`config.mk`:
```
export PLATFORM = sky130hd
export DESIGN_NAME = packet_encoder_8b10b_flat
export DESIGN_NICKNAME = d
export VERILOG_FILES = /design/src/rtl/arcadia_8b10b_pkg.sv /design/src/rtl/packet_encoder_8b10b_if.sv /design/src/rtl/packet_encoder_8b10b_enc.sv /design/src/rtl/packet_encoder_8b10b.sv /design/src/flat_wrapper.sv
export SDC_FILE = /design/constraint.sdc
export NUM_CORES = 1
export LEC_CHECK = 0
export ABC_AREA = 1
export BUFFER_PORTS_ARGS = -buffer_cell sky130_fd_sc_hd__buf_2
export CAP_MARGIN = 15
export CORE_ASPECT_RATIO = 0.8
export CORE_MARGIN = 1
export CORE_UTILIZATION = 60
export DETAILED_ROUTE_END_ITERATION = 6
export GPL_ROUTABILITY_DRIVEN = 1
export PLACE_DENSITY = 0.91
export SLEW_MARGIN = 25
export SYNTH_ARGS = -nofsm -noshare
export SYNTH_HDL_FRONTEND = slang
export SYNTH_SLANG_ARGS = --single-unit
```
`constraint.sdc`:
```
create_clock -name Clock -period 4.8 [get_ports Clock]
set_clock_uncertainty 0.2 [all_clocks]
set_input_delay 0.24 -clock Clock [delete_from_list [all_inputs] [get_ports Clock]]
set_output_delay 0.24 -clock Clock [all_outputs]
set_load 0.005 [all_outputs]
```
`src/rtl/arcadia_8b10b_pkg.sv`:
```
// Shared 8b10b types and constants used by the packet encoder and its line-side peers.
// Symbols are carried as {k, byte}; line words pack two 10-bit symbols, lower one first.
package arcadia_8b10b_pkg;

    localparam logic [7:0] K28_5     = 8'hBC;
    localparam logic [9:0] K28_5_RDN = 10'h17C;
    localparam logic [9:0] K28_5_RDP = 10'h283;

    typedef struct packed {
        logic       k;
        logic [7:0] data;
    } sym9_t;

    typedef logic [19:0] line_word_t;
    typedef logic [31:0] packet_t;

    localparam sym9_t K28_5_SYM = '{k: 1'b1, data: K28_5};

    // Which half of a packet the next data slot carries.
    typedef enum logic {
        PH_LSB = 1'b0,
        PH_MSB = 1'b1
    } phase_e;

    function automatic sym9_t data_sym(input logic [7:0] b);
        return '{k: 1'b0, data: b};
    endfunction

endpackage

```
`src/rtl/packet_encoder_8b10b_if.sv`:
```
// Packet-side valid/ready handshake into the 8b10b packet encoder.
// The master drives 32-bit packets; the encoder (slave) answers with In_Ready.
interface packet_encoder_8b10b_if;
    import arcadia_8b10b_pkg::*;

    packet_t In_Data;
    logic    In_Valid;
    logic    In_Ready;

    modport master (
        output In_Data,
        output In_Valid,
        input  In_Ready
    );

    modport slave (
        input  In_Data,
        input  In_Valid,
        output In_Ready
    );

endinterface

```
`src/rtl/packet_encoder_8b10b_enc.sv`:
```
// Combinational 8b10b symbol encoder, mirror of decode8b10b.
// datain = {k, HGFEDCBA}; dataout bit0 = a ... bit9 = j; dispin/dispout 0 = negative.
module encode8b10b (
    input  logic [8:0] datain,
    input  logic       dispin,
    output logic [9:0] dataout,
    output logic       dispout
);

    logic ai, bi, ci, di, ei, fi, gi, hi, ki;
    logic aeqb, ceqd, l22, l40, l04, l13, l31;
    logic sa, sb, sc, sd, se, si, sf, sg, sh, sj;
    logic pd1s6, nd1s6, ndos6, pdos6;
    logic nd1s4, pd1s4, ndos4, pdos4;
    logic alt7, compls6, compls4, disp6;

    assign {ki, hi, gi, fi, ei, di, ci, bi, ai} = datain;

    assign aeqb = (ai & bi) | (!ai & !bi);
    assign ceqd = (ci & di) | (!ci & !di);
    assign l22  = (ai & bi & !ci & !di) | (ci & di & !ai & !bi) | (!aeqb & !ceqd);
    assign l40  = ai & bi & ci & di;
    assign l04  = !ai & !bi & !ci & !di;
    assign l13  = (!aeqb & !ci & !di) | (!ceqd & !ai & !bi);
    assign l31  = (!aeqb & ci & di) | (!ceqd & ai & bi);

    // 5b/6b sub-block, written for negative incoming disparity before complementing
    assign sa = ai;
    assign sb = (bi & !l40) | l04;
    assign sc = l04 | ci | (ei & di & !ci & !bi & !ai);
    assign sd = di & !(ai & bi & ci);
    assign se = (ei | l13) & !(ei & di & !ci & !bi & !ai);
    assign si = (l22 & !ei)
              | (ei & !di & !ci & !(ai & bi))
              | (ei & l40)
              | (ki & ei & di & ci & !bi & !ai)
              | (ei & !di & ci & !bi & !ai);

    assign pd1s6 = (ei & di & !ci & !bi & !ai) | (!ei & !l22 & !l31);
    assign nd1s6 = ki | (ei & !l22 & !l13) | (!ei & !di & ci & bi & ai);
    assign ndos6 = pd1s6;
    assign pdos6 = ki | (ei & !l22 & !l13);

    // Dx.A7 replaces Dx.P7 where the plain code would create a run of five
    assign alt7 = fi & gi & hi & (ki | (dispin ? (!ei & di & l31) : (ei & !di & l13)));

    assign sf = fi & !alt7;
    assign sg = gi | (!fi & !gi & !hi);
    assign sh = hi;
    assign sj = (!hi & (gi ^ fi)) | alt7;

    assign nd1s4 = fi & gi;
    assign pd1s4 = (!fi & !gi) | (ki & ((fi & !gi) | (!fi & gi)));
    assign ndos4 = !fi & !gi;
    assign pdos4 = fi & gi & hi;

    assign compls6 = (pd1s6 & !dispin) | (nd1s6 & dispin);
    assign disp6   = dispin ^ (ndos6 | pdos6);
    assign compls4 = (pd1s4 & !disp6) | (nd1s4 & disp6);
    assign dispout = disp6 ^ (ndos4 | pdos4);

    assign dataout = {sj ^ compls4, sh ^ compls4, sg ^ compls4, sf ^ compls4,
                      si ^ compls6, se ^ compls6, sd ^ compls6, sc ^ compls6,
                      sb ^ compls6, sa ^ compls6};

endmodule

```
`src/rtl/packet_encoder_8b10b.sv`:
```
// 32-bit packet to 8b10b line encoder: two 16-bit halves per packet, LSB half first,
// with K28.5 comma words for init, periodic/forced sync and idle slots.
module packet_encoder_8b10b
    import arcadia_8b10b_pkg::*;
#(
    parameter int unsigned INIT_COMMAS   = 4,
    parameter int unsigned SYNC_INTERVAL = 16,
    parameter int unsigned CNT_W         = 8
) (
    input  logic                    Clock,
    input  logic                    Reset_n,
    packet_encoder_8b10b_if.slave   in_if,
    input  logic                    Force_Sync,
    output line_word_t              O,
    output logic                    Comma
);

    localparam logic [CNT_W-1:0] INIT_LOAD = CNT_W'(INIT_COMMAS);
    localparam logic [CNT_W-1:0] SYNC_LIM  = CNT_W'(SYNC_INTERVAL);
    localparam bit               SYNC_EN   = (SYNC_INTERVAL != 0);

    phase_e           phase_q, phase_d;
    logic [CNT_W-1:0] init_cnt_q, init_cnt_d;
    logic [CNT_W-1:0] sync_cnt_q, sync_cnt_d;
    logic             sync_req_q, sync_req_d;
    logic [15:0]      msb_q, msb_d;
    logic             rd_q, rd_d;
    line_word_t       o_q, o_d;
    logic             comma_q, comma_d;

    sym9_t            lo_sym, hi_sym;
    logic [9:0]       lo_code, hi_code;
    logic             lo_disp, hi_disp;
    logic             sync_due, comma_due;

    assign sync_due  = SYNC_EN && (sync_cnt_q == SYNC_LIM);
    assign comma_due = (init_cnt_q != '0) || sync_req_q || sync_due;

    // Ready depends on registered state only, so it never combines with In_Valid.
    assign in_if.In_Ready = (phase_q == PH_LSB) && !comma_due;

    always_comb begin
        // NOTE: every signal assigned here gets a default first, so no path can infer a latch.
        phase_d    = phase_q;
        init_cnt_d = init_cnt_q;
        sync_cnt_d = sync_cnt_q;
        sync_req_d = sync_req_q | Force_Sync;
        msb_d      = msb_q;
        lo_sym     = K28_5_SYM;
        hi_sym     = K28_5_SYM;
        comma_d    = 1'b1;

        if (phase_q == PH_MSB) begin
            // Second half always directly follows the first; sync requests wait.
            lo_sym  = data_sym(msb_q[7:0]);
            hi_sym  = data_sym(msb_q[15:8]);
            comma_d = 1'b0;
            phase_d = PH_LSB;
        end else if (comma_due) begin
            if (init_cnt_q != '0) begin
                init_cnt_d = init_cnt_q - CNT_W'(1);
            end
            sync_req_d = Force_Sync;
            sync_cnt_d = '0;
        end else if (in_if.In_Valid) begin
            lo_sym  = data_sym(in_if.In_Data[7:0]);
            hi_sym  = data_sym(in_if.In_Data[15:8]);
            msb_d   = in_if.In_Data[31:16];
            comma_d = 1'b0;
            phase_d = PH_MSB;
            if (sync_cnt_q != '1) begin
                sync_cnt_d = sync_cnt_q + CNT_W'(1);
            end
        end else begin
            sync_cnt_d = '0;
        end
    end

    encode8b10b u_enc_lo (
        .datain  (lo_sym),
        .dispin  (rd_q),
        .dataout (lo_code),
        .dispout (lo_disp)
    );

    encode8b10b u_enc_hi (
        .datain  (hi_sym),
        .dispin  (lo_disp),
        .dataout (hi_code),
        .dispout (hi_disp)
    );

    assign o_d  = {hi_code, lo_code};
    assign rd_d = hi_disp;

    always_ff @(posedge Clock or negedge Reset_n) begin
        if (!Reset_n) begin
            phase_q    <= PH_LSB;
            init_cnt_q <= INIT_LOAD;
            sync_cnt_q <= '0;
            sync_req_q <= 1'b0;
            msb_q      <= '0;
            rd_q       <= 1'b0;
            o_q        <= '0;
            comma_q    <= 1'b0;
        end else begin
            // NOTE: non-blocking assignments so every register samples pre-edge values.
            phase_q    <= phase_d;
            init_cnt_q <= init_cnt_d;
            sync_cnt_q <= sync_cnt_d;
            sync_req_q <= sync_req_d;
            msb_q      <= msb_d;
            rd_q       <= rd_d;
            o_q        <= o_d;
            comma_q    <= comma_d;
        end
    end

    assign O     = o_q;
    assign Comma = comma_q;

endmodule

```
`src/flat_wrapper.sv`:
```
// flat-port wrapper written by rule: the top's interface ports become plain ports
module packet_encoder_8b10b_flat import arcadia_8b10b_pkg::*;
#(
    parameter int unsigned INIT_COMMAS   = 4,
    parameter int unsigned SYNC_INTERVAL = 16,
    parameter int unsigned CNT_W         = 8
)
  (Clock, Reset_n, Force_Sync, O, Comma, in_if_In_Data, in_if_In_Valid, in_if_In_Ready);
  packet_encoder_8b10b_if in_if_i ();
  input  logic Clock;
  input  logic Reset_n;
  input  logic Force_Sync;
  output line_word_t O;
  output logic Comma;
  input wire logic [$bits(in_if_i.In_Data)-1:0] in_if_In_Data;
  input wire logic [$bits(in_if_i.In_Valid)-1:0] in_if_In_Valid;
  output wire logic [$bits(in_if_i.In_Ready)-1:0] in_if_In_Ready;
  assign in_if_i.In_Data = in_if_In_Data;
  assign in_if_i.In_Valid = in_if_In_Valid;
  assign in_if_In_Ready = in_if_i.In_Ready;
  packet_encoder_8b10b #(.INIT_COMMAS(INIT_COMMAS), .SYNC_INTERVAL(SYNC_INTERVAL), .CNT_W(CNT_W)) u_core (.Clock(Clock), .Reset_n(Reset_n), .in_if(in_if_i), .Force_Sync(Force_Sync), .O(O), .Comma(Comma));
endmodule
```
# == Word level (Yosys, flattened, before mapping) ==
# Cells that the tools add are included.
# totals
reg_bits,56
output_inout_bits,22
# classes
add_sub_neg,2
n_eq_ne,3
mux,19
bitwise_logic,213
n_reduce_logical,48
# ops
op,n
1-bit AND,132
9-bit two-way mux,6
1-bit OR,53
1-bit logical NOT,41
1-bit XOR,26
8-bit two-way mux,3
1-bit two-way mux,10
8-bit by 1-bit adder with 8-bit output (second input constant),1
8-bit by 5-bit equality test with 1-bit output (second input constant),1
8-bit inequality test (second input constant),1
8-bit nonzero test,1
8-bit by 1-bit subtractor with 8-bit output (second input constant),1
3-bit AND reduction,2
3-bit by 1-bit inequality test with 1-bit output (second input constant),1
1-bit logical OR,2
1-bit NOT,2
2-bit AND reduction,1
1-bit logical AND,1

# == Depth between registers and ports, before layout ==
# logic_depth
ltp_word,24
ltp_mapped,24
ltp_nobuf,24

# == Modules after synthesis ==
# From an unflattened synthesis, not the netlist that was laid out.
# unflattened
hier_cells,505
hier_area_um2,3813.7
# modules_own_cells
mod,n_inst,cells_each,area_each_um2
packet_encoder_8b10b,1,311,2580.0
encode8b10b,2,97,616.8

# == Least setup slack after synthesis ==
# No wires, ideal clock.
# synth_path
path_type,register to register
from,register u_core.sync_cnt_q[0]
to,register u_core.o_q[10] (netlist: u_core.O[10])
setup_time_ns,0.079
arrival_ns,2.778
required_ns,4.521
slack_ns,1.743
path_stages_with_launch,21
n_path_buf,1
period_less_slack_ns,3.057
cell_sequence,dfrtp_1 -> inv_1 -> ha_1 -> nor3b_1 -> nand2_2 -> nand4_4 -> nor2_4 -> inv_4 -> clkbuf_1 -> o22ai_1 -> inv_1 -> ha_1 -> inv_1 -> o21ai_1 -> inv_1 -> nand3_2 -> nand2_2 -> nor2_2 -> nand2_2 -> nand2_4 -> xor2_1
# synth_via
elab_chain_len,21
# synth_lines
element,line,rtl
from (decl),packet_encoder_8b10b.sv:24,"logic [CNT_W-1:0] sync_cnt_q, sync_cnt_d;"
from (signal assigned),packet_encoder_8b10b.sv:110,sync_cnt_q <= sync_cnt_d;
8-bit by 5-bit equality test with 1-bit output *,packet_encoder_8b10b.sv:36,assign sync_due = SYNC_EN && (sync_cnt_q == SYNC_LIM);
1-bit logical OR *,packet_encoder_8b10b.sv:37,assign comma_due = (init_cnt_q != '0) || sync_req_q || sync_due;
9-bit two-way mux,packet_encoder_8b10b.sv:59,end else if (comma_due) begin
9-bit two-way mux,packet_encoder_8b10b.sv:53,if (phase_q == PH_MSB) begin
"1-bit logical NOT, on equally long branches",--,
"1-bit AND, on equally long branches","packet_encoder_8b10b_enc.sv:19, packet_encoder_8b10b_enc.sv:20",
"1-bit OR, on equally long branches","packet_encoder_8b10b_enc.sv:19, packet_encoder_8b10b_enc.sv:20",
1-bit logical NOT,"packet_encoder_8b10b_enc.sv:21, packet_encoder_8b10b_enc.sv:24, packet_encoder_8b10b_enc.sv:25",
(+6 left out),--,
1-bit OR,packet_encoder_8b10b_enc.sv:58,assign disp6 = dispin ^ (ndos6 | pdos6);
1-bit XOR,packet_encoder_8b10b_enc.sv:58,
1-bit XOR,packet_encoder_8b10b_enc.sv:60,assign dispout = disp6 ^ (ndos4 | pdos4);
1-bit logical NOT,packet_encoder_8b10b_enc.sv:57,assign compls6 = (pd1s6 & !dispin) | (nd1s6 & dispin);
1-bit AND,packet_encoder_8b10b_enc.sv:57,
1-bit OR,packet_encoder_8b10b_enc.sv:57,
1-bit XOR *,packet_encoder_8b10b_enc.sv:64,"sb ^ compls6, sa ^ compls6};"
via u_core.hi_code[0],packet_encoder_8b10b.sv:32,"logic [9:0] lo_code, hi_code;"
to (signal assigned),packet_encoder_8b10b.sv:104,o_q <= '0;
to (signal assigned),packet_encoder_8b10b.sv:114,o_q <= o_d;
to (decl),packet_encoder_8b10b.sv:28,"line_word_t o_q, o_d;"
# The timed path passes the listed nets; every way through them passes the cells marked *.
# A chain may end at the register's enable or synchronous reset.

# == Worst setup path in the final report ==
# layout_path
from,register u_core.sync_cnt_q[0]
to,register u_core.o_q[19] (netlist: u_core.O[19])
# layout_via
elab_chain_len,22
# layout_lines
element,line,rtl
8-bit by 5-bit equality test with 1-bit output *,packet_encoder_8b10b.sv:36,
1-bit logical OR *,packet_encoder_8b10b.sv:37,
9-bit two-way mux,packet_encoder_8b10b.sv:59,
9-bit two-way mux,packet_encoder_8b10b.sv:53,
"1-bit logical NOT, on equally long branches",--,
"1-bit AND, on equally long branches","packet_encoder_8b10b_enc.sv:19, packet_encoder_8b10b_enc.sv:20",
"1-bit OR, on equally long branches","packet_encoder_8b10b_enc.sv:19, packet_encoder_8b10b_enc.sv:20",
1-bit logical NOT,"packet_encoder_8b10b_enc.sv:21, packet_encoder_8b10b_enc.sv:24, packet_encoder_8b10b_enc.sv:25",
(+7 left out),--,
1-bit XOR,packet_encoder_8b10b_enc.sv:58,
1-bit XOR,packet_encoder_8b10b_enc.sv:60,
1-bit two-way mux / 1-bit XOR (equally long branches),"packet_encoder_8b10b_enc.sv:45, packet_encoder_8b10b_enc.sv:58",
1-bit OR / 1-bit logical NOT (equally long branches),"packet_encoder_8b10b_enc.sv:45, packet_encoder_8b10b_enc.sv:59",
"1-bit AND, on equally long branches","packet_encoder_8b10b_enc.sv:45, packet_encoder_8b10b_enc.sv:59",
"1-bit OR, on equally long branches","packet_encoder_8b10b_enc.sv:50, packet_encoder_8b10b_enc.sv:59",
1-bit XOR *,packet_encoder_8b10b_enc.sv:62,"assign dataout = {sj ^ compls4, sh ^ compls4, sg ^ compls4, sf ^ compls4,"
via u_core.hi_code[9],packet_encoder_8b10b.sv:32,
# Marked as above.

==> run_results.csv <==
group,metric,value,unit
status,status,"completed",
job,drv_cap,0,
hold_path,min_to,"u_core.O[18]$_DFF_PN0_",
yosys,synth_top_family_by_area,"simple AND/OR/NAND/NOR gates",
yosys,synth-simple-area-share,32.4,%
sta,finalMaxSlewViolations,0,
layout,nets,556,
worst_setup_path,r2r_slack,0.90,ns
drt,initialDrtViolationCount,262,
global_routing,grt_pass1_wl,13200,um
sta,slew_headroom,55.3,%
global_routing,grt_overflow,0,
worst_setup_path,reg2reg_depth,22,
clocking,cts_buffers,5,
pwr,p_int,987,uW
worst_setup_path,path_class,"reg2reg",
place,dp_slack,1.03,ns
worst_setup_path,required,4.87,ns
drt,firstDrtPassIters,6,
clocking,clkSinkCount,56,
yosys,async_flop_share,100,%
yosys,syn_inst,434,
sta,period_minus_slack,3.90,ns
yosys,synth_fp_nets,481,
worst_setup_path,critPathLaunchType,"register",
pwr,switchingPower,535,uW
pwr,seqPwrFrac,41.7,%
worst_setup_path,rr_endpoint,"u_core.O[19]$_DFF_PN0_",
drt,vias_per_cell,5.35,
layout,final_cell_mix,"125 x nand2_1, 57 x buf_2, 55 x dfrtp_1, 45 x inv_1, 39 x nor2_1",
sta,rsz0062_at_grt,"no",
yosys,synth-xor-area-share,6.71,%
yosys,synthFlopType,"dfrtp_1",
floorplanning,die_h,70.0,um
pwr,total_power,1.52,mW
layout,layout-drive-gt1-share,23.7,%
place,port_buffers,57,
clocking,root_buffer,"clkbuf_8",
yosys,netlist_area,3470,um2
worst_setup_path,path_delay_family,"simple AND/OR/NAND/NOR gates",
clocking,post_cts_resize_count,0,
place,gp_congestion,0.902,
yosys,synth_edf_count,0,
clocking,cts_setup_buffers,0,
sta,worst_pin_slew,0.671,ns
clocking,cts_buffer_depth,2,
pwr,pwr-share-comb,38.1,%
yosys,syn_avg_cell_area,7.99,um2
yosys,synth_mux_area_share,0.397,%
layout,layout.cells.non_filler,588,
floorplanning,io_pins,58,
pwr,power.density,370,nW/um2
layout,syn_to_final_growth,18.5,%
floorplanning,initial_utilization,62.8,%
hold_path,hold_path_startpoint,"in_if_In_Data[15]",
worst_setup_path,r2r-start,"u_core.sync_cnt_q[0]$_DFFE_PN0P_",
clocking,h-tree-depth,2,
hold_path,holdPathStages,4,
drt,ant_nets,0,
sta,fmax,0.257,GHz
clocking,clk_pin_slew_worst_paths,0.10,ns
floorplanning,row_count,24,
sta,hold_ws,0.132,ns
layout,ff_latch_area,1400,um2
sta,setup_total_negative_slack,0,ns
pwr,clkPwrFrac,20.2,%
yosys,synthAdderAreaFrac,3.97,%
global_routing,grt_max_degree,57,
layout,final_common_cell,"nand2_1",
floorplanning,die_x,87.0,um
pwr,irDropWorstVdd,0.236,mV
drt,vias,3147,
floorplanning,die_area,6090,um2
pwr,p_leak,2.12,nW
floorplanning,core_area,5530,um2
yosys,ys_warn_count,0,
place,place_hpwl,5520,um
worst_setup_path,cp_num_buf_inv,3,
clocking,tritoncts,"done",
yosys,synth_compound_area_share,9.12,%
layout,antenna_cells,0,
worst_setup_path,end_kind,"register",
clocking,cts_hold_buf,18,
sta,post-route-period-util,81.2,%
sta,hold_viol,0,
layout,multiInputGateArea,1830,um2
hold_path,timing.hold.worst.class,"in2reg",
drt,wire_per_inst,13.5,um
worst_setup_path,crit_path_top_delay_cell,"nor2_4",
sta,fin_ws,0.902,ns
yosys,yosysSeqAreaShare,40.4,%
worst_setup_path,cp.arrival,3.96,ns
layout,fillers,406,
yosys,ys_ff_latch,56,
clocking,clk_latency,0.32,ns
place,placed_cells_incl_taps,562,
sta,setup_viol,0,
yosys,ys_types,48,
global_routing,grt_pass1_vias,3027,
global_routing,antenna_found_initial,0,
worst_setup_path,crit_path_max_incr_delay,0.48,ns
worst_setup_path,crit_chain,"inv_1 > ha_1 > nor3b_1 > nand2_2 > nand4_4 > nor2_4 > inv_4 > nor2_1 > nor2_1 > ha_1 > inv_1 > o21ai_1 > nor2_1 > nand2_1 > nand2_1 > nor2_1 > nand3_2 > nand2_2 > nand2_2 > nand2_2 > nand3_1 > nand2_1",
pwr,switching_share,35.2,%
drt,wirelength,7920,um
global_routing,grt_util_all_layers,27.9,%
worst_setup_path,cp_max_fo,25,
drt,drc,0,
[flip-flops by register name, summed over array words and instances (netlist names)]
register,flops
u_core.phase_q,1
u_core.Comma,1
u_core.sync_cnt_q,8
u_core.sync_req_q,1
u_core.O,20
u_core.init_cnt_q,8
u_core.rd_q,1
u_core.msb_q,16
[worst reg2reg max path, stage by stage (launching register included)]
cell	delay, ns
dfrtp_1	0.40
inv_1	0.09
ha_1	0.19
nor3b_1	0.14
nand2_2	0.14
nand4_4	0.13
nor2_4	0.48
inv_4	0.24
nor2_1	0.16
nor2_1	0.12
ha_1	0.32
inv_1	0.05
o21ai_1	0.23
nor2_1	0.09
nand2_1	0.08
nand2_1	0.06
nor2_1	0.14
nand3_2	0.14
nand2_2	0.14
nand2_2	0.07
nand2_2	0.09
nand3_1	0.08
nand2_1	0.07
[synthesized netlist by cell type (3+ instances only)]
library cell  instances  area share [%]
a21oi_1               5            0.72
clkbuf_1              3            0.32
dfrtp_1              55              40
ha_1                 11             4.0
inv_1                45             4.9
inv_2                 5            0.54
nand2_1             125              14
nand2_2              16             2.9
nand3_1              17             2.5
nand3_2               5             1.4
nand4_1               7             1.3
nor2_1               39             4.2
nor2_4                4             1.3
nor3_1                4            0.58
nor4_1                5            0.90
o21ai_0              12             1.7
o21ai_1               5            0.72
o22ai_1               6             1.1
or2_2                 4            0.72
xnor2_1               5             1.3
xnor2_2               3             1.4
xor2_1               16             4.0
[per-layer routing]
metal | up-vias | global-route usage [%] | routed length (um)
met5 | - | 0 | 0
met4 | 0 | 11.1 | 174
met3 | 26 | 5.20 | 588
met2 | 155 | 46.2 | 3830
met1 | 1425 | 36.1 | 3330
li1 | 1541 | - | -
[stage by stage]
stage / cell area (um2) / utilization (%)
global placement: 3820 / 69.1
detailed placement: 3820 / 69.1
global route: 4110 / 74.4
floorplan: 3470 / -
CTS: 4110 / 74.4
finish: 4110 / 74.4
[power groups by stage]
stage / Sequential [mW] / Combinational [mW] / Clock (mW)
finish: 0.635 / 0.580 / 0.308
global placement: 0.641 / 0.538 / 0
floorplan: 0.655 / 0.376 / 0
detailed placement: 0.643 / 0.561 / 0
CTS: 0.634 / 0.575 / 0.311
global route: 0.647 / 0.643 / 0.330
[area by class of cell]
type,instances,area share (%)
sequential,56,34.1
timing repair buffer,76,11.5
tap,78,2.37
clock buffer,5,1.67
inverter,53,4.90
multi-input combinational,317,44.4
clock inverter,3,1.03
[worst max-delay path by stage]
stage                                     start                      to  slack, ns  depth (start not counted)
2_1_floorplan  u_core.sync_cnt_q[0]$_DFFE_PN0P_  u_core.O[10]$_DFF_PN0_       1.74                         20
3_3_place_gp   u_core.init_cnt_q[0]$_DFFE_PN0P_  u_core.O[19]$_DFF_PN0_       1.18                         23
3_5_place_dp   u_core.sync_cnt_q[0]$_DFFE_PN0P_  u_core.O[19]$_DFF_PN0_       1.03                         23
4_1_cts        u_core.sync_cnt_q[0]$_DFFE_PN0P_  u_core.O[19]$_DFF_PN0_       1.01                         23
5_1_grt        u_core.sync_cnt_q[0]$_DFFE_PN0P_  u_core.O[19]$_DFF_PN0_       0.53                         23
6_report       u_core.sync_cnt_q[0]$_DFFE_PN0P_  u_core.O[19]$_DFF_PN0_       0.90                         22
[kinds of logic after synthesis]
kind of cell	Yosys count
buffers and inverters	61
adders and majority gates	11
xor gates and xnor gates	24
DFF	56
AOI/OAI and AO/OA	45
and+or+nand+nor	236
muxes	1
(Power assumes the default switching activity.)
